[src/rtl/sm83_reg_bus_pkg.sv]
// Shared types and constants for the SM83 precharged register-bus sequencer.
package sm83_reg_bus_pkg;

  localparam int unsigned CNT_W = 3;

  localparam logic [2:0] BUS_A = 3'b001;
  localparam logic [2:0] BUS_B = 3'b010;
  localparam logic [2:0] BUS_C = 3'b100;

  typedef enum logic [1:0] {
    PCH   = 2'd0,
    IDLE  = 2'd1,
    DRIVE = 2'd2,
    LATCH = 2'd3
  } reg_bus_state_t;

  // Per-transfer payload captured from the winning requester.
  typedef struct packed {
    logic [2:0] bus;
    logic       zero;
  } xfer_t;

endpackage

[src/rtl/sm83_rr_arbiter.sv]
// Combinational round-robin pick: first set req bit at or above rr, wrapping.
module sm83_rr_arbiter #(
  parameter  int unsigned N_REQ = 4,
  localparam int unsigned IDX_W = (N_REQ > 1) ? $clog2(N_REQ) : 1
) (
  input  logic [N_REQ-1:0] req,
  input  logic [IDX_W-1:0] rr,
  output logic             any_c,
  output logic [N_REQ-1:0] win_c,
  output logic [IDX_W-1:0] win_idx_c
);

  int unsigned k;

  always_comb begin
    any_c     = 1'b0;
    win_c     = '0;
    win_idx_c = '0;
    k         = 0;
    for (int unsigned i = 0; i < N_REQ; i++) begin
      k = 32'(rr) + i;
      if (k >= N_REQ) k = k - N_REQ;
      if (!any_c && req[IDX_W'(k)]) begin
        any_c             = 1'b1;
        win_c[IDX_W'(k)]  = 1'b1;
        win_idx_c         = IDX_W'(k);
      end
    end
  end

endmodule

[src/rtl/sm83_reg_bus_seq.sv]
// Precharge -> drive -> latch sequencer and round-robin arbiter for the SM83
// A/B/C register buses.
module sm83_reg_bus_seq
  import sm83_reg_bus_pkg::*;
#(
  parameter  int unsigned N_REQ      = 4,
  parameter  int unsigned PCH_CYCLES = 1,
  parameter  int unsigned DRV_CYCLES = 1,
  localparam int unsigned IDX_W      = (N_REQ > 1) ? $clog2(N_REQ) : 1
) (
  input  logic               clk,
  input  logic               reset_n,
  input  logic [N_REQ-1:0]   req,
  input  logic [N_REQ-1:0]   req_zero,
  input  logic [3*N_REQ-1:0] req_bus,
  input  logic               flush,
  output logic               pch_n,
  output logic               c_zero,
  output logic [N_REQ-1:0]   gnt,
  output logic [2:0]         bus_sel,
  output logic               latch,
  output logic [N_REQ-1:0]   done
);

  localparam logic [CNT_W-1:0] PCH_INIT = CNT_W'(PCH_CYCLES - 1);
  localparam logic [CNT_W-1:0] DRV_INIT = CNT_W'(DRV_CYCLES - 1);

  reg_bus_state_t   state;
  logic [CNT_W-1:0] cnt;
  logic [IDX_W-1:0] rr;

  logic             any_c;
  logic [N_REQ-1:0] win_c;
  logic [IDX_W-1:0] win_idx_c;
  logic [IDX_W-1:0] rr_next_c;
  xfer_t            pick_c;

  sm83_rr_arbiter #(.N_REQ(N_REQ)) u_arb (
    .req       (req),
    .rr        (rr),
    .any_c     (any_c),
    .win_c     (win_c),
    .win_idx_c (win_idx_c)
  );

  assign rr_next_c = (win_idx_c == IDX_W'(N_REQ - 1)) ? '0 : win_idx_c + IDX_W'(1);

  // Bus mask and zero flag of the current winner.
  always_comb begin
    pick_c = '0;
    for (int unsigned i = 0; i < N_REQ; i++) begin
      if (win_c[i]) begin
        pick_c.bus  = req_bus[3*i +: 3];
        pick_c.zero = req_zero[i];
      end
    end
  end

  // Single-process FSM; grant, mask and zero-force are cleared together with pch_n falling.
  always_ff @(posedge clk or negedge reset_n) begin
    if (!reset_n) begin
      state   <= PCH;
      cnt     <= PCH_INIT;
      rr      <= '0;
      pch_n   <= 1'b0;
      c_zero  <= 1'b0;
      gnt     <= '0;
      bus_sel <= '0;
      latch   <= 1'b0;
      done    <= '0;
    end else begin
      latch <= 1'b0;
      done  <= '0;
      unique case (state)
        PCH, IDLE: begin
          if (state == PCH && cnt != '0) begin
            cnt <= cnt - CNT_W'(1);
          end else if (any_c) begin
            state   <= DRIVE;
            cnt     <= DRV_INIT;
            rr      <= rr_next_c;
            pch_n   <= 1'b1;
            gnt     <= win_c;
            bus_sel <= pick_c.bus;
            c_zero  <= pick_c.zero;
          end else begin
            state <= IDLE;
          end
        end
        DRIVE: begin
          if (flush) begin
            state   <= PCH;
            cnt     <= PCH_INIT;
            pch_n   <= 1'b0;
            c_zero  <= 1'b0;
            gnt     <= '0;
            bus_sel <= '0;
          end else if (cnt == '0) begin
            state <= LATCH;
            latch <= 1'b1;
            done  <= gnt;
          end else begin
            cnt <= cnt - CNT_W'(1);
          end
        end
        LATCH: begin
          state   <= PCH;
          cnt     <= PCH_INIT;
          pch_n   <= 1'b0;
          c_zero  <= 1'b0;
          gnt     <= '0;
          bus_sel <= '0;
        end
      endcase
    end
  end

endmodule
[config.mk]
export PLATFORM = sky130hd
export DESIGN_NAME = sm83_reg_bus_seq
export DESIGN_NICKNAME = d
export VERILOG_FILES = /design/src/rtl/sm83_reg_bus_pkg.sv /design/src/rtl/sm83_rr_arbiter.sv /design/src/rtl/sm83_reg_bus_seq.sv
export SDC_FILE = /design/constraint.sdc
export NUM_CORES = 1
export LEC_CHECK = 0
export ABC_AREA = 0
export BUFFER_PORTS_ARGS = -buffer_cell sky130_fd_sc_hd__buf_2
export CORE_ASPECT_RATIO = 0.7
export CORE_UTILIZATION = 55
export CTS_CLUSTER_DIAMETER = 30
export CTS_CLUSTER_SIZE = 24
export DETAILED_ROUTE_END_ITERATION = 7
export GPL_TIMING_DRIVEN = 0
export PLACE_DENSITY = 0.82
export SYNTH_ARGS = -nofsm -noshare
export SYNTH_HDL_FRONTEND = slang
export SYNTH_SLANG_ARGS = --single-unit
[constraint.sdc]
create_clock -name clk -period 6.5 [get_ports clk]
set_input_delay 0.325 -clock clk [delete_from_list [all_inputs] [get_ports clk]]
set_output_delay 0.325 -clock clk [all_outputs]
set_load 0.03 [all_outputs]
* After elaboration in Yosys (flattened, before gate mapping)
Index checks and enable logic that the tools add are counted.
** Word-level totals
- Register bits after elaboration :: 21
- Input bits :: 23
- Output and inout bits :: 14
- Word-level logic and storage cells :: 131
** Operators by class
- Add/subtract/negate cells :: 9
- Magnitude comparators :: 12
- Equality and inequality tests :: 10
- Multiplexer cells :: 68
- Bitwise gates (word level) :: 4
- Reduce and logical (&&, ||, !) cells :: 19
** Operators with widths (count)
- two-way mux 4 bit :: 14
- two-way mux 2 bit :: 13
- two-way mux 3 bit :: 7
- two-way mux 1 bit :: 20
- one-hot mux 3 bit (3 select lines) :: 2
- < comparator 2 x 3 -> 1 bit, second input constant :: 4
- OR 4 bit :: 3
- one-hot mux 4 bit (3 select lines) :: 1
- >= comparator 3 bit, second input constant :: 3
- != test 3 bit, second input constant :: 3
- binary-select mux 1 bit (select 2 bit) :: 4
- demux 1 bit (select 2 bit) :: 4
- >= comparator 2 x 1 -> 1 bit, second input constant :: 4
- logical AND 1 bit :: 8
- subtractor 2 x 1 -> 2 bit, second input constant :: 4
- adder 2 x 2 -> 3 bit, second input constant :: 2
- == test 2 bit, second input constant :: 3
- != test 2 bit, second input constant :: 3
- one-hot mux 1 bit (3 select lines) :: 2
- one-hot mux 2 bit (3 select lines) :: 1
- AND reduction 3 bit :: 2
- AND reduction 2 bit :: 2
- adder 2 x 1 -> 3 bit, second input constant :: 1
- >= comparator 2 x 3 -> 1 bit, second input constant :: 1
- 9 further kinds :: 11

* Longest topological paths before layout
- Word-level depth :: 21
- Depth in mapped cells :: 11
- Gate-level depth less buffers :: 8

* By module
From an unflattened synthesis, not the netlist that was laid out.
** Unflattened totals
- Cell total of the unflattened synthesis :: 133
- Area total of the unflattened synthesis :: 1436.4 um2
** By module, submodules not included
- sm83_reg_bus_seq :: instances 1, cells an instance 88, area each 1017.2 um2, sequential area each 525.5 um2
- sm83_rr_arbiter :: instances 1, cells an instance 45, area each 419.2 um2, sequential area each 0.0 um2

* Worst setup path before layout
No wires, ideal clock.
- Kind :: reg2reg
- Start point :: reg (tool-made name)
- End point :: reg bus_sel[0]
- Setup time :: 0.127 ns
- Arrival :: 2.610 ns
- Data required time :: 6.373 ns
- Slack :: 3.764 ns
- Stages on the path, launching flop included :: 12
- Path buffers :: 3
- Period minus slack after synthesis :: 2.736 ns
- Cell sequence :: dfrtp_1 -> buf_4 -> inv_1 -> ha_1 -> buf_2 -> mux4_1 -> buf_2 -> or4_4 -> nand2_4 -> and3b_1 -> o21ai_0 -> o21ai_1
** RTL lines
- end signal: assignment :: RTL line sm83_reg_bus_seq.sv:84 : bus_sel <= pick_c.bus;
- end: declaration :: RTL line sm83_reg_bus_seq.sv:20 : output logic [2:0] bus_sel,

==> metrics.md <==
| Metric | Value |
|---|---|
| Syn_nets | ~180 |
| Failing checks | hold timing |
| Peak supply drop | between 0.3 and 0.4 mV |
| Commonest cells after routing, fill and taps aside | buf_2, dfrtp_1, inv_1, nand2_1, ha_1 |
| Asr flop ratio synth | 100% |
| Power per Cell Area | 547 nW/um^2 |
| Total track usage | 24.1% |
| CTS root buffer | clkbuf_8 |
| Post-synth EDFFs | 0 |
| Largest net degree at the start of global routing | 22 |
| DR DRC count | 0 |
| CP arrival | 3.20 ns |
| Hold-fix buffers, CTS | 0 |
| Max_cap viols | 0 |
| Critical path launch point type | flip-flop |
| Final hold violation count | 4 |
| Final worst path period share | 46.9% |
| Die Wd | roughly 64 um |
| ANT nets after route | 0 |
| Fill cell count | 191 |
| Clock Latency Late Sink | 0.26 ns |
| Share of cells above drive strength 1 | 31.6% |
| H-tree lvl count | 1 |
| Effective utilization at floorplan | 59.2% |
| Post-route cell area | 1750 sq um |
| ANT cells | 0 |
| First-pass GRT wire length | a little over 5000 um |
| Total negative slack | 0 ns |
| Final setup violating endpoints | 0 |
| FF+latch count, synth | 21 |
| Grt ovf | 0 |
| Setup slack, reg-to-reg | 3.45 ns |
| Max Transition Viols Final | 0 |
| Placed cell areas | 1700 sq um |
| Tightest Pin Transition | 0.458 ns |
| Outcome | finished, violations left |
| Die Area | slightly below 3000 sq um |
| DR WL/cell | between 10 and 15 um |
| Num Clock Sinks | 21 |
| Yosys warnings | 0 |
| Clock skew | 0.00630 ns |
| DR vias | 1278 |
| I/O Buffers | 36 |
| WS Path Type | reg2reg |
| Mean area per synthesized cell | between 9 and 10 sq um |
| CTS tree | yes |
| Num rows | 15 |
| Iter 0 DRT Violations | 58 |
| Post-synthesis cell type count | 43 |
| Min Hold Slack | -0.00139 ns |
| Register area share after synthesis | 35.6% |
| Number of buffers created by CTS | 3 |
| Most common cell after layout, fill and taps aside | buf_2 |
| Fmax | ~330 MHz |
| Die Y-Extent | 45.4 um |
| Core area | 2500 sq um |
| GPL Wtd Cong | 0.848 |
| Crit path time final | 3.05 ns |
| Dpl hpwl | roughly 2400 um |
| Rel. slew slack | 69.5% |
| RSZ-0062 raised after global routing | no |
| P&R area growth vs syn | 18.2% |
| Vias in the first global route | 1133 |
| Drt first pass iters | 4 |
| Worst-path clk slew | ~0.080 ns |
| Worst min path class | in2async |
| Most used flip-flop cell after synthesis | dfrtp_1 |
| Drt via density | 5.71 |
| Post_cts resized | 0 |
| Initial antenna violation count | 0 |
| Leakage | 0.898 nW |
| Req. time, crit path | about 6.7 ns |
| Post-layout nets | 223 |
| # IOs | 37 |
| Final WL | 3170 um |
| Crit end category | flip-flop |
| CP Max Fanout | 10 |
| Post-CTS Setup Repair Bufs | 0 |
| Clock Path Buffers | 2 |
| Synth Instances | 150 |
| Synthesized cell area | 1480 sq um |
## final timing paths
kind,start,to,cells past startpoint
setup / recovery,flip-flop,bus_sel[1],11
max in group asynchronous,reset_n,pch_n,1
hold / removal,reset_n,gnt[1],1
setup reg to reg,flip-flop,bus_sel[1],11
min in group clk,req_bus[11],bus_sel[2],3
hold reg to reg,pch_n,pch_n,2
## kinds of logic (layout without fill, tap and decap cells)
group	Yosys count	in the layout	share of synthesized area (%)
AO/OA/AOI/OAI	48	48	24.6
AND/OR/NAND/NOR	42	42	16.9
buffers and inverters	22	62	6.10
flip-flops	21	21	35.6
adder cells (fa/ha/maj)	9	9	7.62
multiplexers	6	6	8.04
XOR/XNOR	2	2	1.19
## worst max-delay path, cell delays in order, from the launching register on
cell and delay [ns]:
dfrtp_1 0.51, buf_4 0.24, inv_1 0.10, ha_1 0.28, buf_2 0.20, mux4_1 0.39
buf_2 0.22, or4_4 0.47, nand2_4 0.12, and3b_1 0.22, o21ai_0 0.08, o21ai_1 0.09
## per-stage QoR
step | power [mW] | instances | setup WS, ns | hold slack, ns | utilization (%)
5_1_grt | 1.04 | 224 | 3.24 | 0.0345 | 70.0
3_5_place_dp | 0.866 | 220 | 3.49 | 0.307 | 68.1
6_report | 0.956 | 224 | 3.45 | -0.00139 | 70.0
3_3_place_gp | 0.840 | 220 | 3.52 | 0.301 | 68.1
2_1_floorplan | 0.729 | 150 | 3.76 | 0.0294 | -
4_1_cts | 0.957 | 224 | 3.45 | 0.0170 | 70.0
## layer usage
metal	vias to the layer above	part of all wire, %	GRT usage (%)
met5	-	0	0
met4	0	1.5	8.18
met3	6	6.2	5.30
met2	49	49	38.7
met1	604	43	32.6
li1	619	-	-
## sequential cells by signal, indices dropped and copies added, names as in the netlist, named ones only
register  count
latch         1
c_zero        1
pch_n         1
done          4
bus_sel       3
rr            1
state         2
gnt           4
cnt           3
## area by class of cell
type,count,area (sq um),share of cell area (%)
tap,34,42.5,2.44
timing repair buffer,36,180,10.3
clock buffer,3,41.3,2.36
inverter,17,63.8,3.65
sequential,21,526,30.1
buffer,5,26.3,1.50
clock inverter,1,5.00,0.287
multi-input combinational,107,862,49.4
## synthesized netlist by cell type (2+ instances only)
library cell	number	area, sq um
o21ai_1	4	20.0
a22oi_1	5	37.5
o31ai_1	2	15.0
inv_1	17	63.8
o21a_1	2	15.0
nor3_1	2	10.0
a21oi_1	7	35.0
nor2b_1	5	31.3
and2_1	6	37.5
mux4_2	2	45.0
mux4_1	2	52.6
nand2b_1	2	12.5
a221o_1	2	20.0
a21o_1	6	45.0
ha_1	9	113
nor2_1	5	18.8
dfrtp_1	21	526
buf_2	3	15.0
nand2_1	12	45.0
nand3_1	2	10.0
o221a_2	4	45.0
nand3b_1	2	15.0
o21ai_0	8	40.0
## power by group
part	switching, mW	leakage (nW)	internal [mW]
Clock	0.0428	0.0255	0.0428
Combinational	0.379	0.598	0.275
Sequential	0.0392	0.274	0.177
Total	0.461	0.898	0.495
(Power assumes the default switching activity.)
